==> config.mk <==
export PLATFORM = sky130hd
export DESIGN_NAME = pipe_hazard_ctrl
export DESIGN_NICKNAME = d
export VERILOG_FILES = /design/src/rtl/pipe_hazard_ctrl.sv
export SDC_FILE = /design/constraint.sdc
export NUM_CORES = 1
export LEC_CHECK = 0
export CAP_MARGIN = 0
export CORE_MARGIN = 4
export CORE_UTILIZATION = 51
export CTS_CLUSTER_DIAMETER = 40
export DETAILED_ROUTE_END_ITERATION = 12
export GPL_TIMING_DRIVEN = 0
export HOLD_SLACK_MARGIN = 0.08
export PLACE_DENSITY = 0.84
export SETUP_SLACK_MARGIN = 0.05
export SYNTH_ARGS = -nofsm -noshare
export SYNTH_HDL_FRONTEND = slang
export SYNTH_SLANG_ARGS = --single-unit
==> constraint.sdc <==
create_clock -name clk -period 5 [get_ports clk]
set_input_delay 1 -clock clk [delete_from_list [all_inputs] [get_ports clk]]
set_output_delay 1 -clock clk [all_outputs]
set_load 0.02 [all_outputs]
==> src/rtl/pipe_hazard_ctrl.sv <==
// Pipeline hazard controller: tracks in-flight destination registers after ID,
// detects load-use hazards, sequences multi-cycle EX occupancy, and produces
// registered per-operand forward selects for the instruction in EX.
//
// Issue handshake: the ID instruction is offered with id_valid and accepted
// (issue) in the same cycle only when there is no stall and no flush; an
// offered but unaccepted instruction stays in IF/ID while stall is high, or
// is dropped when flush is high.
module pipe_hazard_ctrl #(
  parameter int REG_AW = 5,
  parameter int DEPTH  = 3,
  parameter int MC_W   = 4,
  parameter int FW     = $clog2(DEPTH)
) (
  input  logic              clk,
  input  logic              rst,
  input  logic              id_valid,
  input  logic [REG_AW-1:0] id_rs,
  input  logic [REG_AW-1:0] id_rt,
  input  logic              id_rs_used,
  input  logic              id_rt_used,
  input  logic [REG_AW-1:0] id_rd,
  input  logic              id_regwrite,
  input  logic              id_memread,
  input  logic [MC_W-1:0]   id_mc_cycles,
  input  logic              flush,
  output logic              stall,
  output logic              bubble,
  output logic              ex_hold,
  output logic [FW-1:0]     ex_fwd_a,
  output logic [FW-1:0]     ex_fwd_b,
  output logic [15:0]       stall_cnt
);

  typedef struct packed {
    logic              valid;
    logic [REG_AW-1:0] rd;
    logic              regwrite;
    logic              load;
  } entry_t;

  // Stage 1 is EX, stage DEPTH is WB.
  entry_t            tab_q [1:DEPTH];
  entry_t            tab_d [1:DEPTH];
  entry_t            new_e;
  logic [MC_W-1:0]   hold_q, hold_d;
  logic [FW-1:0]     fwd_a_q, fwd_a_d, fwd_b_q, fwd_b_d;
  logic [FW-1:0]     sel_a, sel_b;
  logic [15:0]       cnt_q, cnt_d;
  logic              load_use;
  logic              issue;

  // An entry only produces a value if it writes a non-zero register.
  function automatic logic hits(input entry_t e, input logic [REG_AW-1:0] r);
    return e.valid && e.regwrite && (e.rd != '0) && (e.rd == r);
  endfunction

  // Hazard detection and issue decision.
  always_comb begin
    ex_hold  = (hold_q != '0);
    load_use = id_valid && tab_q[1].load &&
               ((id_rs_used && hits(tab_q[1], id_rs)) ||
                (id_rt_used && hits(tab_q[1], id_rt)));
    stall    = (load_use || ex_hold) && !flush;
    issue    = id_valid && !stall && !flush;
    bubble   = !issue && !ex_hold;
  end

  // Forward source search: scan oldest to youngest so the youngest match wins;
  // the WB stage is excluded because the register file writes through.
  always_comb begin
    sel_a = '0;
    sel_b = '0;
    for (int j = DEPTH - 1; j >= 1; j--) begin
      if (id_rs_used && hits(tab_q[j], id_rs)) sel_a = FW'(j);
      if (id_rt_used && hits(tab_q[j], id_rt)) sel_b = FW'(j);
    end
  end

  // Next-state for the in-flight table, hold counter, forward selects, counter.
  always_comb begin
    new_e = '0;
    if (issue) begin
      new_e.valid    = 1'b1;
      new_e.rd       = id_rd;
      new_e.regwrite = id_regwrite;
      new_e.load     = id_memread;
    end

    for (int j = 1; j <= DEPTH; j++) tab_d[j] = tab_q[j];
    if (ex_hold) begin
      // EX keeps its instruction; a bubble drains into stage 2.
      tab_d[1] = tab_q[1];
      tab_d[2] = '0;
      for (int j = 3; j <= DEPTH; j++) tab_d[j] = tab_q[j-1];
    end else begin
      tab_d[1] = new_e;
      for (int j = 2; j <= DEPTH; j++) tab_d[j] = tab_q[j-1];
    end

    hold_d = hold_q;
    if (issue)        hold_d = id_mc_cycles;
    else if (ex_hold) hold_d = hold_q - MC_W'(1);

    fwd_a_d = '0;
    fwd_b_d = '0;
    if (ex_hold) begin
      fwd_a_d = fwd_a_q;
      fwd_b_d = fwd_b_q;
    end else if (issue) begin
      fwd_a_d = sel_a;
      fwd_b_d = sel_b;
    end

    cnt_d = cnt_q;
    if (stall && (cnt_q != 16'hFFFF)) cnt_d = cnt_q + 16'd1;
  end

  // State registers with synchronous reset; reset abandons any multi-cycle op.
  always_ff @(posedge clk) begin
    if (rst) begin
      for (int j = 1; j <= DEPTH; j++) tab_q[j] <= '0;
      hold_q  <= '0;
      fwd_a_q <= '0;
      fwd_b_q <= '0;
      cnt_q   <= '0;
    end else begin
      for (int j = 1; j <= DEPTH; j++) tab_q[j] <= tab_d[j];
      hold_q  <= hold_d;
      fwd_a_q <= fwd_a_d;
      fwd_b_q <= fwd_b_d;
      cnt_q   <= cnt_d;
    end
  end

  assign ex_fwd_a  = fwd_a_q;
  assign ex_fwd_b  = fwd_b_q;
  assign stall_cnt = cnt_q;

endmodule

==> reports/qor.csv, run 1 <==
metric,value,unit
status,completed,
post-CTS setup buffer count,0,
die height,68.5,um
Finished Core Util,73.5,%
hold_buf cts,0,
crit path DAT,3640,ps
final worst path period need,4640,ps
VDD IR-drop max,0.245,mV
vias in the first global route,1671,
# resized after CTS,0,
GR Util All Layers,20.7,%
remaining antenna violation count,0,
Clock Latency Late Sink,300,ps
dpl cell area,2420,sq um
Mapped Area,1870,sq um
min-delay src,ex_fwd_b[0],
Final HPWL DP,3.35,mm
WP data required,4000,ps
CTS Root Cell,clkbuf_8,
Final Cycle Share,92.7,%
clk slew on worst S/H paths,80,ps
Crit Path Category,primary input to primary output,
syn nets,239,
Rows,21,
via count,1710,
Die Width,68.5,um
fin nets,295,
layout cells sized above 1,5.64,%
sequential share of the synthesized area,41.8,%
Mean Syn Cell Area,8.94,sq um
crit path from,id_rs[4],
area grow syn2layout,35.3,%
starting DRC count in detailed routing,94,
final cell count without fillers,312,
fmax,216,MHz
TNS Setup,0,ps
P_leak,0.935,nW
crit end category,primary output,
Max Cap Viol,0,
Initial Util,54.3,%
initial antenna violation count,0,
CP startpoint kind,primary input,
pin count of the biggest net entering global routing,14,
antenna fix cells,0,
die area,4700,sq um
Yosys reg bits,39,
remaining global-route overflow,0,
Clock Skew,5.17,ps
Max Slew Vio Count,0,
number of remaining DRC errors,0,
Placed Cells,304,
worst min path class,flop to flop,
final instance area,2530,sq um
reg2reg start,tab_q[1][6],
Boundary Pins,50,
Power per Cell Area,368,nW/um^2
Vias/cell,5.48,
final setup fails,0,
unrepaired setup endpoints after global routing,no,
Slew HR,65.9,%
CTS tree,yes,
routability congestion estimate,0.810,
post-synthesis cell count,209,
CTS buffer count,5,
H-tree Lvls,2,
Synth Warn #,0,
final WL,4.53,mm
clk sinks,39,
drt wl/cell,14.5,um
worst-case clock buffer depth,2,
core box area,3440,sq um
IO buf count,49,
global-route wire length before repair,7.40,mm
worst slew pin tran,512,ps
final hold vios,0,
post-synth cell types,42,
Initial DRT Pass Iterations,4,
Crit Path Max Fanout,10,
[through the flow]
step           setup WS, ps  power, W  hold slack [ps]
4_1_cts                 349  0.000932              450
3_5_place_dp            362  0.000671              440
5_1_grt                 169  0.000978              490
6_report                365  0.000932              449
3_3_place_gp            389  0.000663              435
2_1_floorplan          1590  0.000556              445
[sequential cells by signal, summed over array words and instances, names as in the netlist]
name	cells
ex_fwd_a	2
ex_fwd_b	2
hold_q	4
stall_cnt	16
tab_q	15
[area by class of cell]
class / instances / area [sq um]
plain buffers: 8 / 32.5
clock buffers: 5 / 68.8
clock inverters: 3 / 43.8
fillers: 257 / 912
inverters: 9 / 33.8
multi-input cells: 153 / 1020
flip-flops and latches: 39 / 781
well taps: 46 / 57.6
repair buffers: 49 / 490
[synth_stat cells, drive strengths merged]
library cell | count | share of area, %
buf | 2 | 0.54
inv | 9 | 1.8
a41o | 1 | 0.54
or4 | 2 | 0.80
and4 | 1 | 0.47
o21ai | 10 | 2.7
or4b | 1 | 0.54
xnor2 | 11 | 5.2
a41oi | 1 | 0.47
ha | 3 | 2.0
and2 | 9 | 3.0
a311oi | 1 | 0.47
nor3 | 4 | 1.1
nor4 | 4 | 1.3
xor2 | 18 | 8.4
a22o | 8 | 3.7
a21o | 1 | 0.40
nor2b | 1 | 0.33
nand3 | 4 | 1.1
a211oi | 1 | 0.40
or2 | 1 | 0.33
a211o | 1 | 0.47
nand3b | 1 | 0.40
clkbuf | 6 | 1.2
o2111ai | 2 | 1.3
nor2 | 15 | 3.0
or3 | 8 | 2.7
a2111oi | 4 | 2.4
a2111o | 1 | 0.60
a21oi | 13 | 3.5
a31oi | 1 | 0.33
o311a | 1 | 0.54
nand4 | 5 | 1.7
nand2 | 15 | 3.0
dfxtp | 39 | 42
and3 | 3 | 1.0
mux2i | 1 | 0.54
[cell usage in the layout (no fill, tap or decap), types with 2 or more instances in the layout]
cell / count
a21oi_1: 13
nor3_1: 4
clkbuf_8: 5
nand4_1: 5
or3_1: 8
a2111oi_1: 3
o21ai_0: 7
clkdlybuf4s50_1: 49
nand2_1: 15
or4_1: 2
nand3_1: 4
a22o_1: 8
dfxtp_1: 39
xor2_1: 18
o21ai_1: 3
inv_1: 8
and3_1: 3
and2_1: 8
nor2_1: 15
nor4_1: 4
ha_1: 3
xnor2_1: 11
clkbuf_1: 6
buf_2: 2
[power by group]
part           internal [W]  leakage, nW  switching, W  total (W)
registers          0.000341        0.316     0.0000265   0.000368
logic              0.000127        0.561      0.000170   0.000296
clock network      0.000149       0.0581      0.000119   0.000268
[cell families (layout without fill, tap and decap cells)]
family,count (synthesis),after routing,share of synthesized area (%)
flip-flops,39,39,41.8
AND/OR/NAND/NOR,74,74,20.8
multiplexers,1,1,0.535
adder cells (fa/ha/maj),3,3,2.01
AO/OA/AOI/OAI,46,46,17.8
buffers and inverters,17,74,3.55
XOR/XNOR,29,29,13.6
[worst paths after layout]
check	end	slack, ps	cells after the start
setup / recovery	stall	360	8
hold / removal	ex_fwd_b[0]	450	2
setup reg to reg	stall_cnt[7]	2510	8
hold reg to reg	ex_fwd_b[0]	450	2
[worst max-delay path: stages]
cell,delay (ps)
clkdlybuf4s50_1,450
xor2_1,160
nor4_1,340
and3_1,270
o2111ai_2,160
clkbuf_1,280
a21oi_1,320
clkdlybuf4s50_1,660
[routing by layer]
layer / track usage (%) / routed length [um] / vias to the layer above
met5: 0 / 0 / -
met4: 5.71 / 34 / 0
met3: 4.86 / 335 / 5
met2: 35.4 / 2150 / 62
met1: 25.9 / 2000 / 782
li1: - / - / 861
Note: power is estimated with default switching activity, not from simulation.
==> run 2, diff against run 1 <==
- PLACE_DENSITY: 0.84 -> default
- PLACE_DENSITY_LB_ADDON: default -> 0.2
==> reports/qor.csv, run 2 (synthesized netlist as in run 1, its figures left out) <==
metric,value,unit
reg2reg setup slack,2480,ps
CTS Root Cell,clkbuf_8,
die height,68.5,um
Max Slew Vio Count,0,
crit end category,primary output,
slowest cell on the critical path,clkdlybuf4s50_1,
antenna fix cells,0,
Max Cap Viol,0,
layout cells sized above 1,5.64,%
crit path DAT,3660,ps
Boundary Pins,50,
clk slew on worst S/H paths,80,ps
hold worst-path end,ex_fwd_a[1],
"most used cell, CP",clkdlybuf4s50_1,
Final HPWL DP,3.28,mm
Rows,21,
final setup fails,0,
reg2reg path depth,8,
status,completed,
worst slew pin tran,523,ps
Initial DRT Pass Iterations,4,
critical path's largest stage delay,670,ps
"commonest non-fill, non-tap cell in the layout",clkdlybuf4s50_1,
IO buf count,49,
highest metal used,met4,
worst min path class,flop to flop,
Clock Latency Late Sink,290,ps
remaining global-route overflow,0,
unrepaired setup endpoints after global routing,no,
routability congestion estimate,0.817,
die area,4700,sq um
vias in the first global route,1657,
number of remaining DRC errors,0,
max reg flops,16,
Initial Util,54.3,%
global-route wire length before repair,7.36,mm
worst-case clock buffer depth,2,
WP data required,4000,ps
CTS tree,yes,
met3 WL,233,um
Placed Cells,304,
kind of cell adding the most delay to the critical path,buffers and inverters,
initial antenna violation count,0,
Crit Path Category,primary input to primary output,
fmax,215,MHz
TNS Setup,0,ps
WHS Path Cells,2,
clk sinks,39,
total power,0.000932,W
Clock Skew,7.08,ps
starting DRC count in detailed routing,62,
VDD IR-drop max,0.216,mV
Die Width,68.5,um
Crit Path Max Fanout,10,
CTS buffer count,5,
core box area,3440,sq um
worst-path cell chain,clkdlybuf4s50_1 -> xor2_1 -> nor4_1 -> and3_1 -> o2111ai_2 -> clkbuf_1 -> a21oi_1 -> clkdlybuf4s50_1,
hold_buf cts,0,
drt wl/cell,14.3,um
dpl cell area,2420,sq um
min-delay src,ex_fwd_a[1],
reg2reg start,tab_q[1][6],
Vias/cell,5.38,
P_leak,0.938,nW
remaining antenna violation count,0,
final worst path period need,4660,ps
pin count of the biggest net entering global routing,13,
worst path bufs/invs,3,
fin nets,295,
# resized after CTS,0,
most frequent cells in the layout,"clkdlybuf4s50_1 (49), dfxtp_1 (39), xor2_1 (18)",
Metal-1 WL,1.98,mm
Final Cycle Share,93.1,%
Slew HR,65.2,%
CP startpoint kind,primary input,
via count,1679,
final hold vios,0,
area grow syn2layout,35.6,%
FF-to-FF End,stall_cnt[4],
final WL,4.46,mm
DR WL met2,2.18,mm
final cell count without fillers,312,
post-CTS setup buffer count,0,
GR Util All Layers,20.8,%
H-tree Lvls,2,
Power per Cell Area,368,nW/um^2
final instance area,2530,sq um
-- run 2: report_power, final --
part	switching [W]	internal, W
registers	0.0000271	0.000342
clock network	0.000111	0.000161
logic	0.000164	0.000126
total	0.000302	0.000629
-- run 2: layout make-up --
type,count,area (sq um)
Timing Repair Buffer,49,490
Inverter,9,33.8
Clock inverter,2,35.0
Clock buffer,6,82.6
Multi-Input combinational cell,153,1020
Buffer,8,32.5
Sequential cell,39,781
Tap cell,46,57.6
Fill cell,273,907
-- run 2: worst max-delay path by stage --
| stage | slack (ps) | endpoint | cells after the start | start |
|---|---|---|---|---|
| after floorplan | 1590 | bubble | 7 | id_rt[3] |
| after global routing | 170 | stall | 8 | id_rs[4] |
| after detailed placement | 410 | stall | 8 | id_rs[2] |
| after CTS | 360 | stall | 8 | id_rs[4] |
| final | 340 | stall | 8 | id_rs[4] |
| after global placement | 390 | stall | 8 | id_rs[4] |
-- run 2: per-stage QoR --
| step | hold slack (ps) | utilization [%] | setup WS, ps |
|---|---|---|---|
| after floorplan | 445 | - | 1590 |
| after global placement | 432 | 70.2 | 393 |
| after detailed placement | 443 | 70.2 | 405 |
| after CTS | 454 | 73.6 | 361 |
| after global routing | 493 | 73.6 | 169 |
| final | 450 | 73.6 | 344 |
-- run 2: routing by layer --
layer / vias up / GRT usage, %
met5: - / 0
met4: 0 / 7.20
met3: 8 / 5.19
met2: 45 / 35.6
met1: 768 / 25.3
li1: 858 / -
-- run 2: worst reg2reg max path, stage by stage (launching register included) --
cell	delay, ps
dfxtp_1	380
xor2_1	180
nor4_1	350
and3_1	270
o2111ai_2	170
a2111o_1	460
buf_2	190
or3_1	320
a21oi_1	140
==> run 3, diff against run 2 <==
- CORE_MARGIN: 4 -> default
- SLEW_MARGIN: default -> 25
==> reports/qor.csv, run 3 (synthesized netlist as in run 1, its figures left out) <==
metric,value,unit
H-tree Lvls,2,
final hold vios,0,
Placed Cells,304,
max reg flops,16,
Max Slew Vio Count,0,
initial antenna violation count,0,
unrepaired setup endpoints after global routing,no,
starting DRC count in detailed routing,80,
worst-path cell chain,clkdlybuf4s50_1 -> xor2_1 -> nor4_1 -> and3_1 -> o2111ai_2 -> clkbuf_1 -> and2_1 -> nor2_1 -> clkdlybuf4s50_1,
remaining antenna violation count,0,
remaining global-route overflow,0,
total power,0.000879,W
Clock Latency Late Sink,360,ps
Final Cycle Share,91.6,%
pin count of the biggest net entering global routing,14,
Crit Path Category,primary input to primary output,
fmax,218,MHz
slowest cell on the critical path,clkdlybuf4s50_1,
Vias/cell,5.52,
Final HPWL DP,3.21,mm
clk slew on worst S/H paths,130,ps
IO buf count,49,
WP data required,4000,ps
Slew HR,65.1,%
worst min path class,flop to flop,
Fin Hold WS,455,ps
layout cells sized above 1,5.64,%
Max Cap Viol,0,
fin nets,295,
Initial DRT Pass Iterations,4,
worst slew pin tran,519,ps
critical path's largest stage delay,620,ps
"most used cell, CP",clkdlybuf4s50_1,
Clock Skew,10.2,ps
antenna fix cells,0,
die area,3910,sq um
Power per Cell Area,352,nW/um^2
global-route wire length before repair,7.29,mm
status,completed,
vias in the first global route,1657,
area grow syn2layout,33.7,%
# resized after CTS,0,
worst-case clock buffer depth,2,
die height,62.5,um
most frequent cells in the layout,"clkdlybuf4s50_1 (49), dfxtp_1 (39), xor2_1 (18)",
number of remaining DRC errors,0,
Crit Path Max Fanout,10,
drt wl/cell,14.1,um
CTS Root Cell,clkbuf_4,
kind of cell adding the most delay to the critical path,buffers and inverters,
final WL,4.39,mm
Initial Util,54.7,%
final setup fails,0,
Finished Core Util,73.2,%
GR Util All Layers,23.5,%
Boundary Pins,50,
VDD IR-drop max,0.227,mV
Die Width,62.5,um
final worst path period need,4580,ps
clk sinks,39,
CTS tree,yes,
routability congestion estimate,0.802,
"commonest non-fill, non-tap cell in the layout",clkdlybuf4s50_1,
post-CTS setup buffer count,0,
CTS buffer count,5,
TNS Setup,0,ps
Rows,21,
hold_buf cts,0,
crit end category,primary output,
via count,1722,
core box area,3420,sq um
P_leak,0.922,nW
crit path DAT,3580,ps
worst path bufs/invs,3,
CP startpoint kind,primary input,
final cell count without fillers,312,
run 3: cell count changes in the layout (fill, tap and decap cells not counted):
cell | before | now
clkbuf_8 | 6 | 0
clkbuf_4 | 0 | 5
clkinv_4 | 0 | 1
run 3: worst reg2reg max path, delay by kind of cell, from the launching register on:
kind,cells,cell delay [ps]
AO/OA/AOI/OAI,2,720
AND/OR/NAND/NOR,3,630
buffers and inverters,1,260
flip-flops,1,390
XOR/XNOR,2,370
run 3: path summary, 6_finish.rpt:
kind / from / endpoint / slack (ps) / depth (start not counted)
setup / recovery: id_rs[4] / bubble / 420 / 9
hold reg to reg: ex_fwd_b[1] / ex_fwd_b[1] / 450 / 2
setup reg to reg: tab_q[1][6] / stall_cnt[7] / 2510 / 8
hold / removal: ex_fwd_b[1] / ex_fwd_b[1] / 450 / 2
run 3: final cells by class:
type / instances / area, sq um
Fill cell: 275 / 917
Clock buffer: 5 / 37.5
Multi-Input combinational cell: 153 / 1020
Inverter: 9 / 33.8
Clock inverter: 3 / 43.8
Sequential cell: 39 / 781
Timing Repair Buffer: 49 / 490
Buffer: 8 / 32.5
Tap cell: 46 / 57.6
run 3: routing by layer:
layer | track usage [%] | up-vias | share of wire [%]
met3 | 5.11 | 8 | 4.3
met2 | 43.2 | 47 | 52
met4 | 8.14 | 0 | 1.4
li1 | - | 860 | -
met1 | 26.3 | 807 | 42
met5 | 0 | - | 0
run 3: power breakdown:
group,leakage [nW],internal [W],switching (W)
clock network,0.0452,0.000105,0.000112
registers,0.316,0.000342,0.0000276
logic,0.561,0.000126,0.000168
total,0.922,0.000572,0.000307
run 3: stage by stage:
stage	cell area, sq um	setup slack [ps]
after floorplan	1870	1590
after global placement	2420	417
after detailed placement	2420	418
after CTS	2500	409
after global routing	2500	260
final	2500	420
==> RTL change 1 (config.mk and constraints of run 2) <==
Register the output `stall_cnt` once more; this adds one clock of latency there. The other outputs are not delayed to match.
--- a/src/rtl/pipe_hazard_ctrl.sv
+++ b/src/rtl/pipe_hazard_ctrl.sv
@@ -136,5 +136,7 @@
   assign ex_fwd_a  = fwd_a_q;
   assign ex_fwd_b  = fwd_b_q;
-  assign stall_cnt = cnt_q;
+  always_ff @(posedge clk) begin
+    stall_cnt <= cnt_q;
+  end
 
 endmodule
Function: changed (a bounded check fails within 4 cycles, from zero or initial values and one cycle with rst high).
==> RTL change 1 against run 2 <==
Area after synthesis is 20% higher; routed wire length is 5.4% higher; worst setup slack better by 350 ps; combinational power is 1% higher; power is 12% higher; final area is 14% higher; sequential cell count is 16 higher; critical path depth stayed put; global-route usage is 2.6 points lower; largest power group unchanged; highest routed layer unchanged.
==> RTL change 1: results (changes against run 2) <==
| Metric | Value |
|---|---|
| Max incr delay on CP | `610 ps (-60 ps)` |
| WP data arrival | `3300 ps (-360 ps)` |
| Vias in the first global route | `1697 (+2.4%)` |
| Max stage delay cell, worst path | `clkdlybuf4s50_1` |
| GR Util All Layers | `0.182 (-0.0262)` |
| First-pass GRT wire length | `7.82 mm (+6.2%)` |
| Peak VDD IR | `0.398 mV (+84%)` |
| Layout cell share with drive strength beyond 1 | `0.0860 (+0.0296)` |
| Synth area leaders | `dfxtp_1 49%, xnor2_1 7.4%, xor2_1 5.1%` |
| Antenna cells | `0 (unchanged)` |
| Reg2Reg Capture Point | `cnt_q[11]$_SDFFE_PP0P_` |
| WHS | `376 ps (-73.7 ps)` |
| Worst skew pair latency | `~300 ps` |
| Hold Crit Start | `cnt_q[9]$_SDFFE_PP0P_` |
| Routed len/inst | `14.3 µm (about the same)` |
| Flop pwr share | `0.484 (+0.088)` |
| Initial drt markers | `69 (+11%)` |
| Seq/Total Area, Yosys | `0.490 (+0.0720)` |
| Resized Gates After CTS | `0 (unchanged)` |
| Ys Warns | `0 (unchanged)` |
| Post-Route Skew | `6.05 ps (-1.04 ps)` |
| Max H-tree Level | `2 (unchanged)` |
| Top-count cell post-synth | `dfxtp_1` |
| WHS Path Cells | `0 (-2)` |
| Max Buffers Root-to-Sink | `2 (unchanged)` |
| Most frequent cells after synthesis | `55 x dfxtp_1, 19 x xnor2_1, 17 x nor2_1` |
| Fraction of registers with async set/reset | `0 (unchanged)` |
| Hold Crit Class | `reg2reg` |
| Run status | `finished clean` |
| R2R Setup Slk | `2700 ps (+220 ps)` |
| Number of I/O port buffers | `48 (-2.0%)` |
| Largest net degree at the start of global routing | `20 (+7)` |
| R2r worst-path depth | `7 (-1)` |
| Final #Nets | `308 (+4.4%)` |
| Worst Max-Slew Pin Slew | `552 ps (+29.8 ps)` |
| Post-CTS setup buffer count | `0 (unchanged)` |
| Top delay family on crit path | `buffers and inverters` |
| Syn nets | `253 (+5.9%)` |
| Reg-to-reg startpoint | `tab_q[1][6]$_SDFFE_PP0N_` |
| Unique masters post-synth | `46 (+9.5%)` |
| Clock slew at reported path FFs | `100 ps (+20 ps)` |
| Hold EP | `stall_cnt[9]$_DFF_P_` |
| Sw Pwr | `0.340 mW (+12%)` |
| DP HPWL | `3.61 mm (+9.8%)` |
| Via count | `1766 (+5.2%)` |
| P_leak | `1.09 nW (+16%)` |
| RePlAce Congestion | `0.849 (+3.9%)` |
| Clk power | `0.246 mW (-9.6%)` |
[RTL change 1: cell types whose count changed in the layout (fill, tap and decap cells not counted), sizes merged, moves of 3 or more]
cell / before / now
and3: 3 / 6
xnor2: 11 / 19
nand3: 4 / 7
a211oi: 1 / 4
o21ai: 10 / 2
xor2: 18 / 13
nor2: 15 / 18
or3: 8 / 3
dfxtp: 39 / 55
[RTL change 1: per-stage QoR]
| stage | power, mW | utilization | instances | setup WS [ps] | instance area (µm²) |
|---|---|---|---|---|---|
| 2_1_floorplan | 0.703 | - | 223 | 1930 | 2250 |
| 3_3_place_gp | 0.801 | 0.674 | 321 | 753 | 2790 |
| 3_5_place_dp | 0.810 | 0.674 | 321 | 676 | 2790 |
| 4_1_cts | 1.06 | 0.696 | 329 | 676 | 2890 |
| 5_1_grt | 1.11 | 0.696 | 329 | 501 | 2890 |
| 6_report | 1.05 | 0.696 | 329 | 696 | 2890 |
[RTL change 1: layer usage]
layer	up-vias	global-route usage	wire length, µm
li1	896	-	-
met1	812	0.248	2230
met2	49	0.285	2120
met3	9	0.0365	277
met4	0	0.0711	71
met5	-	0	0
[RTL change 1: cell type report]
cell class | count | area, µm²
inverter | 5 | 18.8
buffer | 8 | 40.0
sequential | 55 | 1100
clock buffer | 5 | 68.8
tap | 50 | 62.6
fill | 338 | 1260
timing repair buffer | 48 | 480
clock inverter | 3 | 25.0
multi-input combinational | 155 | 1090
[RTL change 1: logic make-up (layout without fill, tap and decap cells)]
family / after synthesis / after routing / share of synthesized area
simple gates: 76 / 76 / 0.183
flops: 55 / 55 / 0.490
compound gates: 41 / 41 / 0.146
xor+xnor: 32 / 32 / 0.125
buf+inv: 13 / 69 / 0.0262
fa+ha+maj: 3 / 3 / 0.0167
mux: 3 / 3 / 0.0139
==> RTL change 2 (settings of run 2) <==
Made on the original files. Change the parameter `MC_W` from 4 to 5.
--- a/src/rtl/pipe_hazard_ctrl.sv
+++ b/src/rtl/pipe_hazard_ctrl.sv
@@ -10,5 +10,5 @@
   parameter int REG_AW = 5,
   parameter int DEPTH  = 3,
-  parameter int MC_W   = 4,
+  parameter int MC_W   = 5,
   parameter int FW     = $clog2(DEPTH)
 ) (
Ports: changed (resized id_mc_cycles); port bits go from 50 to 51. No check against the original RTL was run, so the function may have changed too.
==> RTL change 2 against run 2 <==
Final area increased by 7.7%; routed wire length increased by 13%; sequential cell count increased by 1; area after synthesis grew 9.9%; worst setup slack improved by 240 ps; highest routed layer unchanged; power grew 4.9%; sequential power up 2%; clock skew down 2.9 ps; core utilization down 1.2 points.
==> RTL change 2: results (changes against run 2) <==
| Metric | Value |
|---|---|
| Run status | `finished clean` |
| Seq/Total Area, Yosys | `0.390 (-0.0279)` |
| Ys Warns | `0 (unchanged)` |
| Antenna cells | `0 (unchanged)` |
| First-pass GRT wire length | `8.49 mm (+15%)` |
| Resized Gates After CTS | `0 (unchanged)` |
| CTS Buf Count | `5 (unchanged)` |
| Most frequent cells after synthesis | `40 x dfxtp_1, 14 x a21oi_1, 14 x nand3_1, 14 x xor2_1, 12 x nor2_1` |
| Inst Count DP | `317 (+4.3%)` |
| GR Util All Layers | `0.207 (-0.00111)` |
| Final #Nets | `306 (+3.7%)` |
| WHS Path Cells | `2 (unchanged)` |
| Placed cell areas | `2610 µm² (+7.8%)` |
| Worst Max-Slew Pin Slew | `671 ps (+149 ps)` |
| Max Buffers Root-to-Sink | `2 (unchanged)` |
| RePlAce Congestion | `0.860 (+5.2%)` |
| Layout cell share with drive strength beyond 1 | `0.123 (+0.0664)` |
| R2R Setup Slk | `between 2000 and 2500 ps` |
| Root buf cell | `clkbuf_8` |
| Largest net degree at the start of global routing | `13 (unchanged)` |
| Met3 wire len | `364 µm (+56%)` |
| WP data arrival | `3410 ps (-250 ps)` |
| CP max FO | `7 (-3)` |
| Number of I/O port buffers | `49 (unchanged)` |
| Routed met2 length | `2.31 mm (+6.2%)` |
| WL final | `5.03 mm (+13%)` |
| Peak VDD IR | `0.243 mV (+12%)` |
| Synth area leaders | `dfxtp_1 39%, xor2_1 6.0%, a21oi_1 3.4%` |
| Syn nets | `250 (+4.6%)` |
| DR vias/cell | `5.78 (+7.3%)` |
| Metal-1 WL | `2.28 mm (+15%)` |
| Routed len/inst | `15.5 µm (+8.3%)` |
| Initial antenna violation count | `0 (unchanged)` |
| Vias in the first global route | `1778 (+7.3%)` |
| DR pass1 iterations | `4 (unchanged)` |
| Clock slew at reported path FFs | `80 ps (about the same)` |
| Fraction of registers with async set/reset | `0 (unchanged)` |
| Post-Route Skew | `4.15 ps (-2.94 ps)` |
| Initial drt markers | `121 (+95%)` |
| Filler instances | `309 (+13%)` |
| Total of max-cap violations | `0 (unchanged)` |
| Worst skew pair latency | `290 ps (about the same)` |
| P_leak | `0.994 nW (+6.0%)` |
| Post-route setup slack | `588 ps (+244 ps)` |
| R2r worst-path depth | `10 (+2)` |
| Post-CTS setup buffer count | `0 (unchanged)` |
| Unique masters post-synth | `50 (+19%)` |
| Hold Crit Class | `reg2reg` |
| Max reg flops | `16 (unchanged)` |
| Gate Count Post-Synth | `220 (+5.3%)` |
| Max H-tree Level | `2 (unchanged)` |
| DP HPWL | `3.68 mm (+12%)` |
| DR top layer | `met4` |
RTL change 2: layout make-up:
cell class | count | area, µm² | share of cell area
tap | 48 | 60.1 | 0.0220
inverter | 8 | 32.5 | 0.0119
sequential | 40 | 801 | 0.293
buffer | 8 | 46.3 | 0.0169
clock inverter | 1 | 30.0 | 0.0110
clock buffer | 7 | 96.3 | 0.0353
timing repair buffer | 49 | 490 | 0.180
multi-input combinational | 164 | 1170 | 0.430
RTL change 2: critical path, stage by stage:
cell and delay, ps:
clkdlybuf4s50_1 520, xor2_1 240, nor4_2 100, a2bb2o_2 320, a31oi_1 580, nor2_1 80, clkdlybuf4s50_1 560
RTL change 2: stage by stage:
stage	util	hold WS, ps
final	0.724	460
after global routing	0.724	489
after CTS	0.724	459
after detailed placement	0.691	448
after global placement	0.691	437
after floorplan	-	457
RTL change 2: path summary, 6_finish.rpt:
| path | start | endpoint |
|---|---|---|
| hold reg to reg | ex_fwd_a[1]$_SDFFE_PP0N_ | ex_fwd_a[1]$_SDFFE_PP0N_ |
| setup / recovery | id_rt[0] | bubble |
| setup reg to reg | hold_q[0]$_SDFFE_PP0P_ | ex_fwd_b[1]$_SDFFE_PP0N_ |
| hold / removal | ex_fwd_a[1]$_SDFFE_PP0N_ | ex_fwd_a[1]$_SDFFE_PP0N_ |
RTL change 2: report_power, final:
part           internal [mW]  switching, mW
combinational          0.136          0.180
clock                  0.176          0.109
sequential             0.347         0.0296
total                  0.659          0.318
RTL change 2: kinds of logic after synthesis:
family          Yosys count  share of synthesized area
buf+inv                  16                     0.0384
simple gates             87                      0.251
fa+ha+maj                 2                     0.0122
flops                    40                      0.390
xor+xnor                 22                     0.0938
mux                       5                     0.0341
compound gates           48                      0.181
RTL change 2: routing by layer:
layer / GRT usage / vias up
met4: 0.0772 / 0
met2: 0.319 / 74
li1: - / 918
met3: 0.0463 / 7
met5: 0 / -
met1: 0.283 / 878
